[config.mk]
export PLATFORM = sky130hd
export DESIGN_NAME = jtframe_ba_arb_flat
export DESIGN_NICKNAME = d
export VERILOG_FILES = /design/src/rtl/jtframe_ba_arb_if.sv /design/src/rtl/jtframe_ba_arb.sv /design/src/flat_wrapper.sv
export SDC_FILE = /design/constraint.sdc
export NUM_CORES = 1
export LEC_CHECK = 0
export BUFFER_PORTS_ARGS = -buffer_cell sky130_fd_sc_hd__buf_2
export CORE_MARGIN = 1
export CORE_UTILIZATION = 50
export CTS_CLUSTER_DIAMETER = 100
export CTS_CLUSTER_SIZE = 12
export DETAILED_ROUTE_END_ITERATION = 16
export GPL_TIMING_DRIVEN = 0
export PLACE_DENSITY = 0.75
export SLEW_MARGIN = 20
export SYNTH_ARGS = -nofsm -noshare
export SYNTH_HDL_FRONTEND = slang
export SYNTH_SLANG_ARGS = --single-unit
[constraint.sdc]
create_clock -name clk -period 4.41 [get_ports clk]
set_input_delay 0.441 -clock clk [delete_from_list [all_inputs] [get_ports clk]]
set_output_delay 0.441 -clock clk [all_outputs]
set_load 0.01 [all_outputs]
[src/rtl/jtframe_ba_arb_if.sv]
// Bundle of slot-side request/response signals and SDRAM bank-side handshake
// used by the bank arbiter with its per-slot one-word cache.
interface jtframe_ba_arb_if #(
  parameter int unsigned SDRAMW = 22,
  parameter int unsigned SLOTS  = 4
);
  logic                      downloading;
  logic [SLOTS*SDRAMW-1:0]   slot_addr;
  logic [SLOTS-1:0]          slot_cs;
  logic [SLOTS-1:0]          slot_ok;
  logic [SLOTS*16-1:0]       slot_dout;
  logic [SDRAMW-1:0]         ba_addr;
  logic                      ba_rd;
  logic                      ba_ack;
  logic                      ba_rdy;
  logic [15:0]               sdram_dout;

  // Arbiter side
  modport slave (
    input  downloading, slot_addr, slot_cs, ba_ack, ba_rdy, sdram_dout,
    output slot_ok, slot_dout, ba_addr, ba_rd
  );

  // Requesters plus SDRAM controller side
  modport master (
    output downloading, slot_addr, slot_cs, ba_ack, ba_rdy, sdram_dout,
    input  slot_ok, slot_dout, ba_addr, ba_rd
  );
endinterface

[src/rtl/jtframe_ba_arb.sv]
// Round-robin SDRAM bank arbiter: each slot has a one-word cache; misses are
// serviced one at a time through a ba_rd/ba_ack/ba_rdy handshake.
module jtframe_ba_arb #(
  parameter int unsigned SDRAMW = 22,
  parameter int unsigned SLOTS  = 4
)(
  input  logic            clk,
  input  logic            rst,
  jtframe_ba_arb_if.slave bus
);

  localparam int unsigned IW = $clog2(SLOTS);
  localparam int unsigned DW = 16;

  localparam logic [1:0] IDLE     = 2'd0;
  localparam logic [1:0] WAIT_ACK = 2'd1;
  localparam logic [1:0] WAIT_RDY = 2'd2;

  logic [1:0]        state, state_nx;
  logic [IW-1:0]     gnt, gnt_nx;
  logic [IW-1:0]     last, last_nx;
  logic [IW-1:0]     pick;
  logic              found;
  logic [SDRAMW-1:0] addr_nx;
  logic              rd_nx;
  logic              fill;

  logic [SDRAMW-1:0] tag  [SLOTS];
  logic [DW-1:0]     data [SLOTS];
  logic [SLOTS-1:0]  valid;
  logic [SLOTS-1:0]  hit;
  logic [SLOTS-1:0]  pending;
  logic [SLOTS*DW-1:0] dout_c;

  // Zero-latency hit detection and cached data fan-out
  always_comb begin
    hit    = '0;
    dout_c = '0;
    for (int unsigned n = 0; n < SLOTS; n++) begin
      hit[n] = bus.slot_cs[n] & valid[n] &
               (bus.slot_addr[n*SDRAMW +: SDRAMW] == tag[n]);
      dout_c[n*DW +: DW] = data[n];
    end
  end

  assign pending       = bus.slot_cs & ~hit;
  assign bus.slot_ok   = hit;
  assign bus.slot_dout = dout_c;

  // Round-robin search beginning just after the last served slot
  always_comb begin
    pick  = last;
    found = 1'b0;
    for (int unsigned k = 1; k <= SLOTS; k++) begin
      logic [IW-1:0] idx;
      idx = IW'((32'(last) + k) % SLOTS);
      if (!found && pending[idx]) begin
        found = 1'b1;
        pick  = idx;
      end
    end
  end

  // Next-state and registered-output decode
  always_comb begin
    state_nx = state;
    gnt_nx   = gnt;
    last_nx  = last;
    addr_nx  = bus.ba_addr;
    rd_nx    = bus.ba_rd;
    fill     = 1'b0;
    case (state)
      IDLE: begin
        rd_nx = 1'b0;
        if (!bus.downloading && found) begin
          state_nx = WAIT_ACK;
          gnt_nx   = pick;
          addr_nx  = bus.slot_addr[32'(pick)*SDRAMW +: SDRAMW];
          rd_nx    = 1'b1;
        end
      end
      WAIT_ACK: begin
        if (bus.ba_ack) begin
          rd_nx = 1'b0;
          if (bus.ba_rdy) begin
            fill     = 1'b1;
            state_nx = IDLE;
          end else begin
            state_nx = WAIT_RDY;
          end
        end
      end
      WAIT_RDY: begin
        if (bus.ba_rdy) begin
          fill     = 1'b1;
          state_nx = IDLE;
        end
      end
      default: begin
        state_nx = IDLE;
        rd_nx    = 1'b0;
      end
    endcase
    if (fill) last_nx = gnt;
  end

  // State, handshake outputs and cache storage; a download clear beats a fill
  always_ff @(posedge clk) begin
    if (rst) begin
      state       <= IDLE;
      gnt         <= '0;
      last        <= IW'(SLOTS-1);
      bus.ba_rd   <= 1'b0;
      bus.ba_addr <= '0;
      valid       <= '0;
      for (int unsigned n = 0; n < SLOTS; n++) begin
        tag[n]  <= '0;
        data[n] <= '0;
      end
    end else begin
      state       <= state_nx;
      gnt         <= gnt_nx;
      last        <= last_nx;
      bus.ba_rd   <= rd_nx;
      bus.ba_addr <= addr_nx;
      if (fill) begin
        data[gnt] <= bus.sdram_dout;
        tag[gnt]  <= bus.ba_addr;
      end
      if (bus.downloading) valid <= '0;
      else if (fill)       valid[gnt] <= 1'b1;
    end
  end

endmodule

[src/flat_wrapper.sv]
// flat-port wrapper written by rule: the top's interface ports become plain ports
module jtframe_ba_arb_flat 
#(
  parameter int unsigned SDRAMW = 22,
  parameter int unsigned SLOTS  = 4
)
  (clk, rst, bus_downloading, bus_slot_addr, bus_slot_cs, bus_ba_ack, bus_ba_rdy, bus_sdram_dout, bus_slot_ok, bus_slot_dout, bus_ba_addr, bus_ba_rd);
  jtframe_ba_arb_if #(.SDRAMW(SDRAMW), .SLOTS(SLOTS)) bus_i ();
  input  logic clk;
  input  logic rst;
  input wire logic [$bits(bus_i.downloading)-1:0] bus_downloading;
  input wire logic [$bits(bus_i.slot_addr)-1:0] bus_slot_addr;
  input wire logic [$bits(bus_i.slot_cs)-1:0] bus_slot_cs;
  input wire logic [$bits(bus_i.ba_ack)-1:0] bus_ba_ack;
  input wire logic [$bits(bus_i.ba_rdy)-1:0] bus_ba_rdy;
  input wire logic [$bits(bus_i.sdram_dout)-1:0] bus_sdram_dout;
  output wire logic [$bits(bus_i.slot_ok)-1:0] bus_slot_ok;
  output wire logic [$bits(bus_i.slot_dout)-1:0] bus_slot_dout;
  output wire logic [$bits(bus_i.ba_addr)-1:0] bus_ba_addr;
  output wire logic [$bits(bus_i.ba_rd)-1:0] bus_ba_rd;
  assign bus_i.downloading = bus_downloading;
  assign bus_i.slot_addr = bus_slot_addr;
  assign bus_i.slot_cs = bus_slot_cs;
  assign bus_i.ba_ack = bus_ba_ack;
  assign bus_i.ba_rdy = bus_ba_rdy;
  assign bus_i.sdram_dout = bus_sdram_dout;
  assign bus_slot_ok = bus_i.slot_ok;
  assign bus_slot_dout = bus_i.slot_dout;
  assign bus_ba_addr = bus_i.ba_addr;
  assign bus_ba_rd = bus_i.ba_rd;
  jtframe_ba_arb #(.SDRAMW(SDRAMW), .SLOTS(SLOTS)) u_core (.clk(clk), .rst(rst), .bus(bus_i));
endmodule
==> impl_metrics.env, run 1 <==
export IMPL_ant_nets=0
export IMPL_synth_flop_cell="edfxtp_1"
export IMPL_synth_commonest_cells="152 x edfxtp_1, 86 x nor2_1, 59 x xor2_1"
export IMPL_finalCritPeriodShare_pct=80.25
export IMPL_synth_edf_count=152
export IMPL_seq_power_share_pct=49.4
export IMPL_syn_nets=863
export IMPL_peakVddDrop_mv=0.3241
export IMPL_die_area_um2=18010
export IMPL_syn_avg_cell_area_um2=11.70
export IMPL_hp_class="input pin to register"
export IMPL_rsz0062_at_grt="false"
export IMPL_antenna_found_initial=4
export IMPL_startpoint="u_core.tag[1][11]"
export IMPL_status="completed"
export IMPL_cts_hold_buffers=0
export IMPL_grt_util_met3_pct=7.332
export IMPL_arrival_ps=3870
export IMPL_min_to="u_core.valid[1]"
export IMPL_placement_rows=47
export IMPL_grt_max_degree=29
export IMPL_regToRegSetupSlack_ps=870
export IMPL_fp_dieW_um=134.2
export IMPL_htreeDepth=4
export IMPL_drc=0
export IMPL_rr_startpoint="u_core.tag[1][11]"
export IMPL_power_net_switching_mw=1.093
export IMPL_drv_slew=0
export IMPL_fp_coreArea_um2=16820
export IMPL_numCtsBuffers=17
export IMPL_ys_warn_count=0
export IMPL_synthXorXnorAreaFrac_pct=8.819
export IMPL_cts_num_sinks=185
export IMPL_multi_input_area_um2=3227
export IMPL_io_buffers=203
export IMPL_utilization_pct=63.81
export IMPL_yosysSeqAreaShare_pct=59.79
export IMPL_synth_simple_area_share_pct=15.85
export IMPL_min_delay_path_depth=2
export IMPL_first_pass_iters=5
export IMPL_whs_ps=261.4
export IMPL_max_freq_mhz=282.6
export IMPL_end_kind="register"
export IMPL_syn_to_final_growth_pct=22.81
export IMPL_synth_top_cell_by_area="edfxtp_1"
export IMPL_regArea_um2=5225
export IMPL_place_gp_congestion=0.9238
export IMPL_synth_most_common_cell="edfxtp_1"
export IMPL_reg2reg_to="u_core.bus.ba_addr[1]"
export IMPL_p_leak_nw=4.703
export IMPL_vias=7034
export IMPL_final_hold_viol_count=0
export IMPL_synth_top_area_share_pct=52.23
export IMPL_final_net_count=1089
export IMPL_met1_usage_pct=39.76
export IMPL_synth_compound_area_share_pct=7.788
export IMPL_tightest_slew_ps=890.9
export IMPL_netlist_top_cells_area="edfxtp_1 52%, dfxtp_1 7.6%, xor2_1 5.9%"
export IMPL_power_frac_comb_pct=13.0
export IMPL_async_flop_share_pct=0
export IMPL_grt_pass1_vias=6526
export IMPL_gr_total_overflow=0
export IMPL_fp_dieH_um=134.2
export IMPL_maxCapViolations=0
export IMPL_drt_total_wl_um=26440
export IMPL_synth_cell_types=54
export IMPL_wire_per_inst_um=21.85
export IMPL_layout_drive_gt1_share_pct=27.69
export IMPL_r2r_cells=9
export IMPL_cts_tree="built"
export IMPL_syn_cell_area_um2=8740
export IMPL_met2_usage_pct=46.43
export IMPL_start_util_pct=51.96
export IMPL_nFillCells=1327
export IMPL_clkLatencyLatePin_ps=440
export IMPL_worstPathRequired_ps=4740
export IMPL_cp_start_kind="register"
export IMPL_dp_hpwl_um=19910
export IMPL_cp_max_fo=10
export IMPL_clock_skew_ps=9.602
export IMPL_placed_cell_area_um2=10140
export IMPL_first_iter_violations=935
export IMPL_total_power_mw=4.059
export IMPL_p_per_area_nw_per_um2=378.2
export IMPL_grt_total_usage_pct=29.61
export IMPL_p_int_mw=2.966
export IMPL_relSlewSlack_pct=39.67
export IMPL_cts_resized=0
export IMPL_grt_busiest_layer="met2"
export IMPL_grt_pass1_wl_um=38370
export IMPL_synth_mux_area_share_pct=3.923
export IMPL_synthAdderAreaFrac_pct=0.4295
export IMPL_hp_start="bus_downloading"
export IMPL_cts_root_buffer="clkbuf_16"
export IMPL_ys_seq_elements=185
export IMPL_sw_frac_of_total_pct=26.92
export IMPL_syn_inst=747
export IMPL_clockBufferDepth=2
export IMPL_clk_pin_slew_worst_paths_ps=80
export IMPL_fin_setup_tns_ps=0
export IMPL_fin_crit_ps=3539
export IMPL_crit_type="register to register"
export IMPL_viasPerCell=5.813
export IMPL_clockPowerShare_pct=37.6
export IMPL_setup_viol=0
export IMPL_synth_top_family_by_area="simple AND/OR/NAND/NOR gates"
export IMPL_io_pins=204
export IMPL_post_cts_setup_buffer_count=0
export IMPL_stdcell_area_um2=10730
## layer usage
metal	wire [um]	share of wire (%)
met1	10300	39
met2	12570	48
met3	2820	11
met4	740	2.8
met5	0	0
## critical path, stage by stage (launching register included)
cell      delay (ps)
edfxtp_1         410
xor2_1           210
or4_1            520
or4_4            590
o21ai_2          270
a41oi_2          290
nand4_1          320
clkbuf_1         390
a21oi_1          130
a221o_1          290
## per-stage QoR
step                      setup WS (ps)  std cells
after floorplan                    1367        747
after global placement            830.2       1170
after detailed placement          825.8       1174
after CTS                         961.0       1206
after global routing              777.3       1210
final                             871.1       1210
## registers in the layout, summed over array words and instances (netlist names)
| name | count |
|---|---|
| u_core.valid | 4 |
| u_core.bus.ba_addr | 22 |
| u_core.state | 2 |
| u_core.bus.ba_rd | 1 |
| u_core.gnt | 2 |
| u_core.data | 64 |
| u_core.tag | 88 |
| u_core.last | 2 |
## worst max path at each step
| stage | slack [ps] | endpoint | cells after the start |
|---|---|---|---|
| floorplan | 1370 | u_core.bus.ba_addr[20] | 9 |
| global placement | 830 | u_core.bus.ba_addr[1] | 10 |
| detailed placement | 830 | u_core.bus.ba_addr[1] | 10 |
| CTS | 960 | u_core.bus.ba_addr[1] | 9 |
| global route | 780 | u_core.bus.ba_addr[1] | 9 |
| finish | 870 | u_core.bus.ba_addr[1] | 9 |
## cells by family (layout without fill, tap and decap cells)
family,Yosys count,count (layout)
buffers and inverters,75,314
muxes,24,24
adders and majority gates,3,3
AOI/OAI and AO/OA,96,96
other,0,4
xor gates and xnor gates,88,88
DFF,185,185
and+or+nand+nor,276,276
## final cells by class
| class | instances | area share [%] |
|---|---|---|
| Inverter | 35 | 1.224 |
| Antenna cell | 4 | 0.09326 |
| Multi-Input combinational cell | 487 | 30.07 |
| Buffer | 40 | 1.550 |
| Tap cell | 220 | 2.565 |
| Clock buffer | 17 | 3.964 |
| Sequential cell | 185 | 48.68 |
| Clock inverter | 15 | 1.504 |
| Timing Repair Buffer | 207 | 10.35 |
## layout by cell type, fill, tap and decap left out, types with 12 or more instances in the layout
cell,instances
inv_1,35
clkbuf_16,17
a21oi_1,28
and2_1,12
nand3_1,24
buf_2,204
nor2_1,86
mux2_4,20
dfxtp_1,33
edfxtp_1,152
nor4_1,21
o21ai_0,24
and3_1,45
xnor2_1,29
nand4_1,13
nor3_1,12
nand2_1,41
clkbuf_1,36
xor2_1,59
a221o_1,22
## power by group through the flow
stage / Combinational [mW] / Clock [mW] / Sequential, mW
floorplan: 0.257 / 0 / 2.06
global placement: 0.500 / 0 / 2.04
detailed placement: 0.518 / 0 / 2.04
CTS: 0.523 / 1.52 / 2.00
global route: 0.561 / 1.59 / 2.01
finish: 0.529 / 1.53 / 2.00
(Power assumes the default switching activity.)
==> run 2, diff against run 1 <==
- CORE_UTILIZATION: 50 -> 49
- PLACE_DENSITY: 0.75 -> 0.77
- clock period: 4.41 -> 3.2 ns (I/O delays scaled with it)
==> run 2 against run 1 <==
  * The run now ends with negative setup slack left
  * Combinational power is 45% higher
  * First-iteration DRC count down 4.7%
  * Die area increased by 2.0%
  * Power up 38%
  * Final cell count up 1.2%
  * Sequential power grew 38%
  * Worst hold slack lost 120 ps
==> impl_metrics.env, run 2 (synthesis gave the netlist of run 1 again) <==
export IMPL_violations="negative setup slack"
export IMPL_power_net_switching_mw=1.431
export IMPL_whs_ps=140.6
export IMPL_final_hold_viol_count=0
export IMPL_p_per_area_nw_per_um2=511.8
export IMPL_clkLatencyLatePin_ps=440
export IMPL_dp_hpwl_um=19810
export IMPL_p_int_mw=4.176
export IMPL_first_pass_iters=5
export IMPL_antenna_found_initial=4
export IMPL_grt_pass1_vias=6584
export IMPL_arrival_ps=3540
export IMPL_tightest_slew_ps=739.7
export IMPL_htreeDepth=4
export IMPL_fin_crit_ps=3226
export IMPL_worstPathRequired_ps=3510
export IMPL_relSlewSlack_pct=50.58
export IMPL_peakVddDrop_mv=0.4157
export IMPL_wire_per_inst_um=21.38
export IMPL_cts_root_buffer="clkbuf_16"
export IMPL_clock_skew_ps=12.19
export IMPL_io_pins=204
export IMPL_cts_tree="built"
export IMPL_regMostFlops="u_core.tag"
export IMPL_final_net_count=1099
export IMPL_fp_coreArea_um2=17360
export IMPL_placement_rows=48
export IMPL_end_kind="register"
export IMPL_drv_slew=0
export IMPL_first_iter_violations=891
export IMPL_setup_viol=2
export IMPL_crit_type="register to register"
export IMPL_utilization_pct=63.12
export IMPL_cp_start_kind="register"
export IMPL_clockBufferDepth=2
export IMPL_numCtsBuffers=17
export IMPL_hp_class="input pin to register"
export IMPL_start_util_pct=50.35
export IMPL_viasPerCell=5.768
export IMPL_layout_drive_gt1_share_pct=29.82
export IMPL_worst_slack_ps=-26.09
export IMPL_clockPowerShare_pct=37.0
export IMPL_cts_num_sinks=185
export IMPL_maxCapViolations=0
export IMPL_p_leak_nw=4.833
export IMPL_drc=0
export IMPL_max_freq_mhz=310.0
export IMPL_drt_total_wl_um=26170
export IMPL_regToRegSetupSlack_ps=-30
export IMPL_grt_total_usage_pct=28.98
export IMPL_status="complete, but fails checks"
export IMPL_place_gp_congestion=0.9636
export IMPL_grt_pass1_wl_um=37980
export IMPL_rsz0062_at_grt="true"
export IMPL_fp_dieH_um=135.6
export IMPL_cp_max_fo=5
export IMPL_largest_register_ffs=88
export IMPL_grt_max_degree=29
export IMPL_vias=7060
export IMPL_reg_top3="u_core.tag: 88 flops, u_core.data: 64 flops, u_core.bus.ba_addr: 22 flops"
export IMPL_io_buffers=203
export IMPL_syn_to_final_growth_pct=25.35
export IMPL_seq_power_share_pct=49.3
export IMPL_fp_dieW_um=135.6
export IMPL_gr_total_overflow=0
export IMPL_ant_nets=0
export IMPL_finalCritPeriodShare_pct=100.8
export IMPL_layout_common_cells="205 x buf_2, 152 x edfxtp_1, 85 x nor2_1"
export IMPL_power_frac_comb_pct=13.7
export IMPL_final_common_cell="buf_2"
export IMPL_clk_pin_slew_worst_paths_ps=60
export IMPL_sw_frac_of_total_pct=25.52
export IMPL_die_area_um2=18370
run 2: final timing paths:
path	from	end	cells past startpoint
worst min register to register	u_core.bus.ba_rd	u_core.bus.ba_rd	2
worst min-delay path	bus_downloading	u_core.valid[2]	2
worst max register to register	u_core.tag[1][11]	u_core.bus.ba_addr[8]	9
worst max-delay path	u_core.tag[1][11]	u_core.bus.ba_addr[8]	9
run 2: power by group through the flow:
| stage | Clock (mW) | Combinational, mW | Sequential (mW) |
|---|---|---|---|
| 6_report | 2.08 | 0.766 | 2.76 |
| 5_1_grt | 2.16 | 0.810 | 2.77 |
| 4_1_cts | 2.08 | 0.730 | 2.76 |
| 3_5_place_dp | 0 | 0.714 | 2.81 |
| 3_3_place_gp | 0 | 0.688 | 2.81 |
| 2_1_floorplan | 0 | 0.355 | 2.84 |
run 2: timing repair:
| action | in CTS | in global routing |
|---|---|---|
| cloned | 0 | 1 |
| setup buffers | 2 | 7 |
| setup endpoints to repair | 21 | 21 |
| hold buffers | 0 | 0 |
| pin swaps | 4 | 11 |
| resized for setup | 15 | 25 |
run 2: stage by stage:
step,TNS (ps),instance area (um^2),std cells,power [mW],setup slack [ps]
after floorplan,0,8740,747,3.193,206.4
after detailed placement,-4761,10140,1179,3.526,-319.4
after global placement,-9641,10040,1175,3.503,-277.2
after CTS,-36.95,10810,1213,5.567,-32.30
final,-28.65,10960,1224,5.607,-26.09
after global routing,-764.4,10950,1223,5.748,-84.59
run 2: worst max-delay path, cell delays in order, from the launching register on:
cell and delay, ps:
edfxtp_1 410, xor2_2 180, or4_1 510, or4_4 610, o21ai_4 220, o311a_4 270, nand2_8 90, buf_12 170
mux2_4 310, a221o_1 340
run 2: area by class of cell:
cell class / instances / area [um^2]
inverters: 35 / 131.4
flip-flops and latches: 185 / 5225
well taps: 225 / 281.5
fillers: 1350 / 6401
multi-input cells: 487 / 3314
clock inverters: 7 / 53.80
plain buffers: 40 / 205.2
repair buffers: 217 / 1207
diodes: 3 / 7.507
clock buffers: 25 / 529.3
run 2: routing by layer:
metal,up-vias,share of wire [%],global-route usage (%)
li1,3184,-,-
met1,3370,40,39.14
met2,443,47,45.44
met3,63,9.3,5.537
met4,0,3.4,12.92
met5,-,0,0
==> run 3, diff against run 2 <==
- REMOVE_ABC_BUFFERS: unset -> 1
==> run 3 against run 2 <==
  * The run still ends with negative setup slack left
  * Utilization up 0.45 points
  * Register-to-register slack better by 20 ps
  * Fmax up 0.64%
  * Routed wire length up 8.4%
  * Critical path depth down 1
  * Sequential power about the same
  * Via count up 3.0%
  * Global-route usage up 2.1 points
  * Power up 2.7%
  * Die area unchanged
  * Final area up 0.71%
  * Flip-flop and latch count unchanged
==> impl_metrics.env, run 3 (synthesis gave the netlist of run 1 again) <==
export IMPL_fin_crit_ps=3206
export IMPL_total_power_mw=5.759
export IMPL_cts_hold_buffers=0
export IMPL_grt_pass1_wl_um=40480
export IMPL_whs_ps=159.8
export IMPL_io_buffers=203
export IMPL_cts_tree="built"
export IMPL_worstPathRequired_ps=3520
export IMPL_fp_dieW_um=135.6
export IMPL_final_common_cell="buf_2"
export IMPL_hp_class="input pin to register"
export IMPL_sw_frac_of_total_pct=25.56
export IMPL_viasPerCell=6.028
export IMPL_clk_pin_slew_worst_paths_ps=70
export IMPL_cp_cell_sequence="xor2_1, or4_1, or4_4, o21ai_4, o311a_4, nand2_8, mux2_4, a221o_1"
export IMPL_p_per_area_nw_per_um2=521.9
export IMPL_cp_top_family="simple AND/OR/NAND/NOR gates"
export IMPL_peakVddDrop_mv=0.3885
export IMPL_pre_cts_slack_ps=-592.4
export IMPL_maxCapViolations=0
export IMPL_violations="negative setup slack"
export IMPL_p_int_mw=4.287
export IMPL_final_net_count=1079
export IMPL_cp_start_kind="register"
export IMPL_fp_dieH_um=135.6
export IMPL_setup_viol=2
export IMPL_regMostFlops="u_core.tag"
export IMPL_fin_setup_tns_ps=-10.89
export IMPL_layout_common_cells="204 x buf_2, 152 x edfxtp_1, 84 x nor2_1"
export IMPL_seq_power_share_pct=48.1
export IMPL_cpMaxStageDelayCell="or4_4"
export IMPL_tightest_slew_ps=1122
export IMPL_critPathMaxStageDelay_ps=580
export IMPL_p_leak_nw=4.870
export IMPL_worst_slack_ps=-5.728
export IMPL_clock_skew_ps=7.885
export IMPL_layout_drive_gt1_share_pct=31.86
export IMPL_grt_total_usage_pct=31.07
export IMPL_cts_num_sinks=185
export IMPL_die_area_um2=18370
export IMPL_rsz0062_at_grt="true"
export IMPL_arrival_ps=3520
export IMPL_cts_root_buffer="clkbuf_16"
export IMPL_drc=0
export IMPL_clockBufferDepth=2
export IMPL_clockPowerShare_pct=37.7
export IMPL_nFillCells=1384
export IMPL_grt_max_degree=28
export IMPL_final_hold_viol_count=0
export IMPL_ant_nets=0
export IMPL_antenna_found_initial=8
export IMPL_htreeDepth=4
export IMPL_placement_rows=48
export IMPL_power_net_switching_mw=1.472
export IMPL_stdcell_area_um2=11030
export IMPL_largest_register_ffs=88
export IMPL_max_freq_mhz=311.9
export IMPL_place_gp_congestion=0.9241
export IMPL_start_util_pct=50.35
export IMPL_cp_max_fo=11
export IMPL_reg_top3="u_core.tag: 88 flops, u_core.data: 64 flops, u_core.bus.ba_addr: 22 flops"
export IMPL_dp_hpwl_um=18840
export IMPL_numCtsBuffers=17
export IMPL_wire_per_inst_um=23.52
export IMPL_end_kind="register"
export IMPL_vias=7270
export IMPL_relSlewSlack_pct=25.05
export IMPL_grt_pass1_vias=7062
export IMPL_worstPathBufferInverterCount=0
export IMPL_drt_total_wl_um=28360
export IMPL_first_iter_violations=810
export IMPL_io_pins=204
export IMPL_clkLatencyLatePin_ps=430
export IMPL_utilization_pct=63.57
export IMPL_syn_to_final_growth_pct=26.24
export IMPL_placed_cell_area_um2=10190
export IMPL_status="complete, but fails checks"
export IMPL_finalCritPeriodShare_pct=100.2
export IMPL_crit_type="register to register"
export IMPL_fp_coreArea_um2=17360
export IMPL_first_pass_iters=6
export IMPL_gr_total_overflow=0
export IMPL_instances_no_fill=1206
export IMPL_drv_slew=0
export IMPL_power_frac_comb_pct=14.2
export IMPL_dp_cells=1153
==> run 3: cell count changes in the layout (fill, tap and decap cells not counted), sizes merged <==
cell / delta
buf: +10
bufinv: +3
clkbuf: -35
clkinv: +1
clkinvlp: +1
diode: +2
inv: -4
nand2: +2
nor2: +1
o311a: +1
==> run 3: layout make-up <==
cell class,instances,area [um^2],share of cell area (%)
Clock buffer,24,471.7,4.275
Multi-Input combinational cell,491,3402,30.83
Clock inverter,8,121.4,1.100
Sequential cell,185,5225,47.36
Tap cell,225,281.5,2.552
Inverter,35,131.4,1.191
Antenna cell,5,12.51,0.1134
Timing Repair Buffer,233,1388,12.58
==> run 3: path summary, 6_finish.rpt <==
path	end	slack, ps	from	depth (start not counted)
worst min-delay path	u_core.valid[1]	160	bus_downloading	2
worst max-delay path	u_core.bus.ba_addr[7]	-6	u_core.tag[1][11]	8
worst max register to register	u_core.bus.ba_addr[7]	-6	u_core.tag[1][11]	8
worst min register to register	u_core.bus.ba_rd	490	u_core.bus.ba_rd	2
==> run 3: layer usage <==
layer | track usage [%] | vias up | part of all wire [%]
met1 | 37.03 | 3433 | 36
met2 | 49.77 | 564 | 46
met4 | 17.67 | 6 | 4.7
li1 | - | 3154 | -
met5 | 0 | - | 0.13
met3 | 9.615 | 113 | 13
==> run 3: timing repair <==
| item | 4_1_cts | 5_1_grt |
|---|---|---|
| resized for setup | 7 | 5 |
| setup endpoints to repair | 22 | 22 |
| pin swaps | 8 | 4 |
| buffers inserted | 8 | 3 |
| endpoints found under the hold margin | 0 | 0 |
| gates cloned | 4 | 1 |
==> run 3: power by group through the flow <==
stage	logic, mW	clock network [mW]	registers, mW
global placement	0.685	0	2.82
CTS	0.779	2.17	2.77
detailed placement	0.741	0	2.82
global route	0.853	2.26	2.78
finish	0.815	2.17	2.77
floorplan	0.330	0	2.84
